## config.mk

```make
export PLATFORM = sky130hd
export DESIGN_NAME = ctrl_pipe_decoder
export DESIGN_NICKNAME = d
export VERILOG_FILES = /design/src/rtl/ctrl_pipe_decoder.sv
export SDC_FILE = /design/constraint.sdc
export NUM_CORES = 1
export LEC_CHECK = 0
export CAP_MARGIN = 20
export CORE_ASPECT_RATIO = 1.25
export CORE_MARGIN = 5
export CORE_UTILIZATION = 40
export CTS_CLUSTER_DIAMETER = 150
export DETAILED_ROUTE_END_ITERATION = 7
export PLACE_DENSITY = 0.78
export SKIP_LAST_GASP = 1
export SYNTH_ARGS = -nofsm -noshare
export SYNTH_HDL_FRONTEND = slang
export SYNTH_SLANG_ARGS = --single-unit
```

## constraint.sdc

```tcl
create_clock -name clk -period 3.22 [get_ports clk]
set_clock_uncertainty 0.2 [all_clocks]
set_input_delay 0.805 -clock clk [delete_from_list [all_inputs] [get_ports clk]]
set_output_delay 0.805 -clock clk [all_outputs]
set_load 0.01 [all_outputs]
```

## src/rtl/ctrl_pipe_decoder.sv

```systemverilog
// Pipelined RV32I control unit: decodes ID fields into an E-stage control bundle,
// carries the M and W fields through configurable-depth pipes, bubbles load-use
// hazards and drains the pipe after ECALL before raising halt.
module ctrl_pipe_decoder #(
  parameter int unsigned M_DEPTH = 1,
  parameter int unsigned W_DEPTH = 1
) (
  input  logic       clk,
  input  logic       rstn,
  input  logic       stall,
  input  logic       flush,
  input  logic       eflush,
  input  logic [6:0] opcode,
  input  logic [2:0] funct3,
  input  logic       funct7_5,
  input  logic [4:0] rd,
  input  logic [4:0] rs1,
  input  logic [4:0] rs2,
  output logic [2:0] imm_mode,
  output logic       load_use,
  output logic [2:0] branch_e,
  output logic [1:0] jump_e,
  output logic [2:0] alu_op_e,
  output logic       alu_alt_e,
  output logic       alu_src_b_e,
  output logic [1:0] alu_src_a_e,
  output logic       uors_e,
  output logic       mem_read_e,
  output logic       mem_write_m,
  output logic       mem_to_reg_m,
  output logic [2:0] ld_mode_m,
  output logic [2:0] st_mode_m,
  output logic       reg_write_w,
  output logic [4:0] rd_w,
  output logic       halt
);

  localparam logic [6:0] OpcOp     = 7'b0110011;
  localparam logic [6:0] OpcImm    = 7'b0010011;
  localparam logic [6:0] OpcLui    = 7'b0110111;
  localparam logic [6:0] OpcAuipc  = 7'b0010111;
  localparam logic [6:0] OpcJal    = 7'b1101111;
  localparam logic [6:0] OpcJalr   = 7'b1100111;
  localparam logic [6:0] OpcBranch = 7'b1100011;
  localparam logic [6:0] OpcLoad   = 7'b0000011;
  localparam logic [6:0] OpcStore  = 7'b0100011;
  localparam logic [6:0] OpcSystem = 7'b1110011;

  // Counter must hold M_DEPTH+W_DEPTH-1.
  localparam int unsigned CntW = (M_DEPTH + W_DEPTH > 2) ? $clog2(M_DEPTH + W_DEPTH) : 1;
  localparam logic [CntW-1:0] DrainLoad = CntW'(M_DEPTH + W_DEPTH - 1);

  typedef struct packed {
    logic       mem_write;
    logic       mem_to_reg;
    logic [2:0] ld_mode;
    logic [2:0] st_mode;
    logic       reg_write;
    logic [4:0] rd;
  } m_ctl_t;

  typedef struct packed {
    logic       reg_write;
    logic [4:0] rd;
  } w_ctl_t;

  typedef struct packed {
    logic [2:0] branch;
    logic [1:0] jump;
    logic [2:0] alu_op;
    logic       alu_alt;
    logic       alu_src_b;
    logic [1:0] alu_src_a;
    logic       uors;
    logic       mem_read;
    logic       ecall;
    m_ctl_t     m;
  } e_ctl_t;

  typedef enum logic [1:0] {StRun, StDrain, StHalted} state_e;

  e_ctl_t          w_dec;
  logic            w_uses_rs2;
  logic            w_load_use;
  logic            w_hold_bubble;
  e_ctl_t          r_e;
  m_ctl_t          r_m [M_DEPTH];
  w_ctl_t          r_w [W_DEPTH];
  w_ctl_t          w_m_last;
  state_e          r_state, w_state;
  logic [CntW-1:0] r_cnt, w_cnt;
  logic            r_halt;

  // Decode ID fields into the E bundle, immediate format and rs2 usage.
  always_comb begin
    w_dec      = '0;
    imm_mode   = 3'd0;
    w_uses_rs2 = 1'b1;
    case (opcode)
      OpcOp: begin
        w_dec.alu_op      = funct3;
        w_dec.alu_alt     = funct7_5;
        w_dec.m.reg_write = 1'b1;
      end
      OpcImm: begin
        w_dec.alu_op      = funct3;
        w_dec.alu_alt     = (funct3 == 3'b101) & funct7_5;
        w_dec.alu_src_b   = 1'b1;
        w_dec.m.reg_write = 1'b1;
        imm_mode          = (funct3 == 3'b001 || funct3 == 3'b101) ? 3'd2 : 3'd1;
        w_uses_rs2        = 1'b0;
      end
      OpcLui, OpcAuipc: begin
        w_dec.alu_src_a   = (opcode == OpcLui) ? 2'd2 : 2'd1;
        w_dec.alu_src_b   = 1'b1;
        w_dec.m.reg_write = 1'b1;
        imm_mode          = 3'd3;
        w_uses_rs2        = 1'b0;
      end
      OpcJal: begin
        w_dec.jump        = 2'b01;
        w_dec.m.reg_write = 1'b1;
        imm_mode          = 3'd4;
        w_uses_rs2        = 1'b0;
      end
      OpcJalr: begin
        w_dec.jump        = 2'b10;
        w_dec.alu_src_b   = 1'b1;
        w_dec.m.reg_write = 1'b1;
        imm_mode          = 3'd1;
        w_uses_rs2        = 1'b0;
      end
      OpcBranch: begin
        // Unsigned variants (BLTU/BGEU) compare with the unsigned ALU op.
        w_dec.uors   = funct3[2] & funct3[1];
        w_dec.alu_op = (funct3[2] & funct3[1]) ? 3'b011 : 3'b010;
        imm_mode     = 3'd5;
        case (funct3)
          3'b000:         w_dec.branch = 3'b010;
          3'b001:         w_dec.branch = 3'b101;
          3'b100, 3'b110: w_dec.branch = 3'b100;
          3'b101, 3'b111: w_dec.branch = 3'b011;
          default:        w_dec.branch = 3'b000;
        endcase
      end
      OpcLoad: begin
        w_dec.mem_read     = 1'b1;
        w_dec.alu_src_b    = 1'b1;
        w_dec.m.mem_to_reg = 1'b1;
        w_dec.m.reg_write  = 1'b1;
        imm_mode           = 3'd1;
        w_uses_rs2         = 1'b0;
        case (funct3)
          3'b000:  w_dec.m.ld_mode = 3'b001;
          3'b001:  w_dec.m.ld_mode = 3'b011;
          3'b100:  w_dec.m.ld_mode = 3'b010;
          3'b101:  w_dec.m.ld_mode = 3'b100;
          default: w_dec.m.ld_mode = 3'b000;
        endcase
      end
      OpcStore: begin
        w_dec.alu_src_b   = 1'b1;
        w_dec.m.mem_write = 1'b1;
        imm_mode          = 3'd6;
        case (funct3)
          3'b000:  w_dec.m.st_mode = 3'b010;
          3'b001:  w_dec.m.st_mode = 3'b100;
          default: w_dec.m.st_mode = 3'b000;
        endcase
      end
      OpcSystem: begin
        w_dec.ecall = 1'b1;
        imm_mode    = 3'd1;
        w_uses_rs2  = 1'b0;
      end
      default: ;
    endcase
    // rd only travels with instructions that write back.
    w_dec.m.rd = w_dec.m.reg_write ? rd : 5'd0;
  end

  assign w_load_use = r_e.mem_read & (r_e.m.rd != 5'd0) &
                      ((r_e.m.rd == rs1) | (w_uses_rs2 & (r_e.m.rd == rs2)));
  assign load_use   = w_load_use;

  // Nothing new may follow an ECALL once it reaches E.
  assign w_hold_bubble = w_load_use | (r_state != StRun) | r_e.ecall;

  // E register: hold on stall, bubble on redirect/hazard/halt, else decode.
  always_ff @(posedge clk) begin
    if (!rstn) begin
      r_e <= '0;
    end else if (!stall) begin
      if (flush || eflush || w_hold_bubble) begin
        r_e <= '0;
      end else begin
        r_e <= w_dec;
      end
    end
  end

  // First M stage takes the E bundle; flush kills the instruction leaving E.
  always_ff @(posedge clk) begin
    if (!rstn) begin
      r_m[0] <= '0;
    end else if (!stall) begin
      r_m[0] <= flush ? '0 : r_e.m;
    end
  end

  for (genvar g = 1; g < M_DEPTH; g++) begin : g_m_pipe
    // Later M stages shift unconditionally unless stalled.
    always_ff @(posedge clk) begin
      if (!rstn) begin
        r_m[g] <= '0;
      end else if (!stall) begin
        r_m[g] <= r_m[g-1];
      end
    end
  end

  assign w_m_last = '{reg_write: r_m[M_DEPTH-1].reg_write, rd: r_m[M_DEPTH-1].rd};

  // First W stage takes the write-back fields leaving M.
  always_ff @(posedge clk) begin
    if (!rstn) begin
      r_w[0] <= '0;
    end else if (!stall) begin
      r_w[0] <= w_m_last;
    end
  end

  for (genvar g = 1; g < W_DEPTH; g++) begin : g_w_pipe
    // Later W stages shift unless stalled.
    always_ff @(posedge clk) begin
      if (!rstn) begin
        r_w[g] <= '0;
      end else if (!stall) begin
        r_w[g] <= r_w[g-1];
      end
    end
  end

  // Halt FSM next state: count down the in-flight stages behind ECALL.
  always_comb begin
    w_state = r_state;
    w_cnt   = r_cnt;
    case (r_state)
      StRun: begin
        if (r_e.ecall && !stall) begin
          w_state = StDrain;
          w_cnt   = DrainLoad;
        end
      end
      StDrain: begin
        if (!stall) begin
          if (r_cnt == '0) begin
            w_state = StHalted;
          end else begin
            w_cnt = r_cnt - 1'b1;
          end
        end
      end
      StHalted: ;
      default: w_state = StRun;
    endcase
  end

  // Halt FSM state, drain counter and registered halt flag.
  always_ff @(posedge clk) begin
    if (!rstn) begin
      r_state <= StRun;
      r_cnt   <= '0;
      r_halt  <= 1'b0;
    end else begin
      r_state <= w_state;
      r_cnt   <= w_cnt;
      r_halt  <= (w_state == StHalted);
    end
  end

  assign branch_e     = r_e.branch;
  assign jump_e       = r_e.jump;
  assign alu_op_e     = r_e.alu_op;
  assign alu_alt_e    = r_e.alu_alt;
  assign alu_src_b_e  = r_e.alu_src_b;
  assign alu_src_a_e  = r_e.alu_src_a;
  assign uors_e       = r_e.uors;
  assign mem_read_e   = r_e.mem_read;
  assign mem_write_m  = r_m[M_DEPTH-1].mem_write;
  assign mem_to_reg_m = r_m[M_DEPTH-1].mem_to_reg;
  assign ld_mode_m    = r_m[M_DEPTH-1].ld_mode;
  assign st_mode_m    = r_m[M_DEPTH-1].st_mode;
  assign reg_write_w  = r_w[W_DEPTH-1].reg_write;
  assign rd_w         = r_w[W_DEPTH-1].reg_write ? r_w[W_DEPTH-1].rd : 5'd0;
  assign halt         = r_halt;

endmodule

```

# After elaboration in Yosys (flattened, before gate mapping)
# Memories as Yosys holds them, arrays and structs flattened.
# Index checks and enable logic that the tools add are counted.
# word_totals
ff_bits	33
ram_bits	20
in_bits	31
out_inout_bits	33
elab_cells	113
memories	2
# classes
n_addsub	1
n_eq_ne	22
n_mux	41
bitwise	8
reduce_logical	21
# memory_table
name	depth	word_bits	rd	rd_ports_with_merged_regs	wr	line_no	text
r_m	1	14	1	0	1	87	m_ctl_t r_m [M_DEPTH];
r_w	1	6	1	0	1	88	w_ctl_t r_w [W_DEPTH];
# ops
cell	n
29-bit 2-to-1 mux	1
7-bit equality test, second input constant	4
14-bit 2-to-1 mux	2
3-bit one-hot mux with 4 select lines	2
7-bit by 6-bit equality test with 1-bit output, second input constant	3
3-bit one-hot mux with 6 select lines	1
1-bit 2-to-1 mux	17
7-bit by 5-bit equality test with 1-bit output, second input constant	2
14-bit OR reduction	1
7-bit OR reduction	2
3-bit equality test, second input constant	4
2-bit 2-to-1 mux	6
3-bit one-hot mux with 2 select lines	2
6-bit OR reduction	2
5-bit equality test	2
5-bit 2-to-1 mux	2
2-bit OR reduction	4
7-bit by 2-bit equality test with 1-bit output, second input constant	1
3-bit 2-to-1 mux	2
6-bit 2-to-1 mux	1
2-bit one-hot mux with 3 select lines	1
1-bit AND	5
5-bit nonzero test	1
2-bit equality test, second input constant	2
other kinds (16)	23

# Logic depth before layout (Yosys ltp)
# logic_depth
word_depth	10
depth_mapped	7
ltp_nobuf	5

# Worst setup path after synthesis
# No wires, ideal clock.
# synth_timing
kind	in2out
start	input opcode[0]
end	output load_use
arrival_time_ns	2.048
t_required_ns	2.215
path_slack_ns	0.167
path_stages	4
path_buffers	0
path_cell_list	nor4bb_1 and4_1 or4_1 o21ai_0
# synth_between
elab_chain_cells	6
word_cells_on_any_way	12
classes_between	eq/ne (7); mux (1); bitwise (3); reduce/logical (1)
# synth_rtl
item	line_no	text
start, declared	13	input logic [6:0] opcode,
7-bit by 6-bit equality test with 1-bit output, or another cell as far along	99	case (opcode)
7-bit OR reduction (no source line) (*)	n/a	
1-bit 2-to-1 mux (*)	99	
1-bit AND (*)	183	((r_e.m.rd == rs1) | (w_uses_rs2 & (r_e.m.rd == rs2)));
1-bit OR (*)	183	
1-bit AND (*)	182	assign w_load_use = r_e.mem_read & (r_e.m.rd != 5'd0) &
end, declared	20	output logic load_use,
# Every way passes the cells marked *; elsewhere a longest branch is shown, timed or not.

# Worst setup path in the final report
# layout_timing
start	input opcode[4]
end	output load_use
# The elaborated chain is that of the path after synthesis.

==> results.yml <==
setup_path:
  start_kind: "input pin"
  cp_data_required_time_ns: 2.21
  endpoint_kind: "primary output"
  crit_type: "in -> out"
  arrival_ns: 2.19
  worstPathMaxFanout: 13
power_and_ir_drop:
  power.switching_mw: 0.2849
  leakagePower_nw: 1.372
  ir_drop_mv: 0.2307
  internal_power_mw: 0.9782
  p_seq_share_pct: 52.9
  pwr_density_cell_mw_per_mm2: 368.2
  switching_share_pct: 22.56
  power_frac_comb_pct: 11.9
  pwr-share-clk_pct: 35.2
detailed_routing:
  routedWlPerCell_um: 14.21
  routedLengthMet1_mm: 2.359
  dr.pass1.iters: 4
  drt-total-wl_mm: 6.027
  vias: 2089
  met3_length_um: 335
  drcViolationCount: 0
  ant_nets: 0
  highest_layer: "met4"
  dr.first_iter.drc_count: 100
  vias_per_cell: 4.927
  wl_met2_mm: 3.185
yosys:
  synth_nets: 298
  synthCells: 267
  synth_cell_types: 41
  syn_avg_cell_area_um2: 9.232
  synth-seq-area-share_pct: 48.32
  ys_ff_latch: 50
  synth_area_mm2: 0.002465
  yosys_warnings: 0
placed_design:
  place.gp.congestion: 0.8536
  placed_cell_area_mm2: 0.003214
  io_buffers: 62
  hpwl_mm: 4.450
floorplanning:
  die_area_mm2: 0.007842
  die_y_um: 97.77
  io_pins: 64
  start_util_pct: 40.50
  dieWidth_um: 80.21
  coreArea_mm2: 0.006086
  num_rows: 32
status:
  status: "finished clean"
cts:
  cts_sinks: 50
  clkLatencyLatePin_ns: 0.30
  cts_buffers: 5
  htreeDepth: 2
  clock-root-buffer: "clkbuf_8"
  clk_path_buf_depth: 2
  path_clk_slew_ns: 0.09
  tritoncts: "done"
sta:
  setup-tns-final_ns: 0
  max_freq_mhz: 312.7
  setup_viol: 0
  slew_headroom_pct: 55.30
  rsz0062_at_grt: "yes"
  maxSlewViolCount: 0
  worst_pin_slew_ns: 0.6698
  hold_viol_final: 0
  timing.final.crit_share_pct: 99.32
  post-route-min-period_ns: 3.198
grt:
  grt_pass1_vias: 2039
  grt_max_degree: 28
  track_usage_pct: 15.22
  grt_pass1_wl_mm: 9.487
  grt_antenna_before_repair: 0
  overflow: 0
layout:
  fillers: 551
  final_nets: 369
  n_antenna_cell: 0
  design_area_mm2: 0.003431
  drive_above_1_share_pct: 15.93
  seq_area_mm2: 0.001191
  multi_input_area_mm2: 0.001136
  layout-area-overhead-vs-synth_pct: 39.19
  post-route-util_pct: 56.37
hold_path:
  hold_class: "reg -> reg"
flow_run:
  max_cap_viol_count: 0
Yosys cell counts:
cell type,count,area (um^2)
inv_1,4,15.01
nand4b_1,1,8.760
or4_1,6,45.04
edfxtp_1,19,570.6
nand3_1,8,40.04
nand4_1,2,12.51
or3_1,2,12.51
o41ai_2,1,16.27
and3b_1,1,8.760
and3_1,1,6.260
nor2_2,1,6.260
nand3b_1,3,22.52
nor2_1,10,37.54
or2_2,1,6.260
a32o_1,1,10.01
a211oi_1,1,7.510
nor3_1,4,20.02
o21ai_0,15,75.07
nor4_1,1,6.260
clkbuf_1,12,45.04
nor2_4,1,11.26
o22a_1,1,8.760
nor2b_1,5,31.28
a21o_1,2,15.01
nor3b_1,1,7.510
and4_1,1,8.760
o21ai_1,2,10.01
o41ai_1,1,8.760
nand2b_1,2,12.51
a21oi_1,5,25.02
and2_1,30,187.7
a22o_1,4,35.03
nand2_1,41,153.9
o31ai_1,15,112.6
xnor2_1,9,78.83
o22ai_1,1,6.260
xor2_1,2,17.52
conb_1,1,3.750
buf_4,17,127.6
dfxtp_1,31,620.6
nor4bb_1,1,10.01
critical path: stages:
cell and delay, ns:
clkdlybuf4s50_1 0.42, buf_4 0.18, and2_1 0.16, o21ai_0 0.25
a21oi_2 0.11, o21ai_2 0.13, buf_2 0.14
through the flow:
step           setup WS, ns  total power [mW]  instances  hold slack [ns]
2_1_floorplan        0.1669            0.7444        267           0.2166
3_3_place_gp        -0.7154            0.8248        411           0.2284
3_5_place_dp        -0.7230            0.8269        411           0.2383
4_1_cts             -0.2200             1.264        419           0.2557
5_1_grt            -0.03101             1.304        424           0.2751
6_report            0.02192             1.263        424           0.2546
kinds of logic (layout without fill, tap and decap cells):
logic type      after synthesis  after routing  share of synthesized area, %
simple gates                123            123                         26.60
flops                        50             50                         48.33
compound gates               49             49                         13.40
buf+inv                      33            105                         7.614
xor+xnor                     11             11                         3.909
other cells                   1              1                        0.1521
final timing paths:
| kind | cells after the start | slack (ns) | endpoint | startpoint |
|---|---|---|---|---|
| min | 2 | 0.25 | branch_e[1] | branch_e[1] |
| max reg2reg | 7 | 0.90 | r_e[10] | r_e[0] |
| max | 7 | 0.02 | load_use | opcode[4] |
| min reg2reg | 2 | 0.25 | branch_e[1] | branch_e[1] |
cell usage in the layout (no fill, tap or decap), drive strengths merged, types with 2 or more instances in the layout:
| cell | instances |
|---|---|
| nand2 | 41 |
| xor2 | 2 |
| nand3b | 3 |
| a22o | 4 |
| o31ai | 15 |
| clkdlybuf4s50 | 46 |
| dlymetal6s2s | 12 |
| and2 | 30 |
| nor2b | 5 |
| o41ai | 2 |
| xnor2 | 9 |
| a21o | 2 |
| or3 | 2 |
| edfxtp | 19 |
| nand3 | 8 |
| or4 | 6 |
| o21ai | 17 |
| a21oi | 5 |
| buf | 34 |
| inv | 4 |
| dfxtp | 31 |
| nand2b | 2 |
| nor2 | 12 |
| nor3 | 4 |
| nand4 | 2 |
| clkbuf | 6 |
area by class of cell:
type | instances | area share, %
Clock inverter | 2 | 1.094
Sequential cell | 50 | 34.72
Clock buffer | 6 | 2.115
Tap cell | 85 | 3.100
Timing Repair Buffer | 93 | 25.42
Multi-Input combinational cell | 184 | 33.11
Inverter | 4 | 0.4376
sequential cells by signal (all words and copies together) (netlist names):
signal and flops:
alu_op_e 3, r_cnt 1, halt 1, alu_src_b_e 1, mem_read_e 1, uors_e 1
r_e 13, r_w 6, jump_e 2, r_m 13, alu_src_a_e 2, r_state 2
alu_alt_e 1, branch_e 3
power groups by stage:
| stage | Clock, mW | Sequential (mW) | Combinational, mW |
|---|---|---|---|
| 6_report | 0.444 | 0.669 | 0.150 |
| 5_1_grt | 0.471 | 0.671 | 0.162 |
| 4_1_cts | 0.449 | 0.669 | 0.146 |
| 3_5_place_dp | 0 | 0.684 | 0.143 |
| 3_3_place_gp | 0 | 0.683 | 0.142 |
| 2_1_floorplan | 0 | 0.684 | 0.0606 |
layer usage:
layer / global-route usage (%) / vias up
li1: - / 1057
met1: 17.23 / 953
met2: 26.21 / 63
met3: 4.244 / 16
met4: 6.762 / 0
met5: 0 / -
repair_timing:
action / CTS / global route
hold buffers: 0 / 0
gates cloned: 0 / 0
setup endpoints to repair: 4 / 4
pin swaps: 1 / 10
resized for setup: 19 / 20
buffers inserted: 0 / 5
Note: power is estimated with default switching activity, not from simulation.
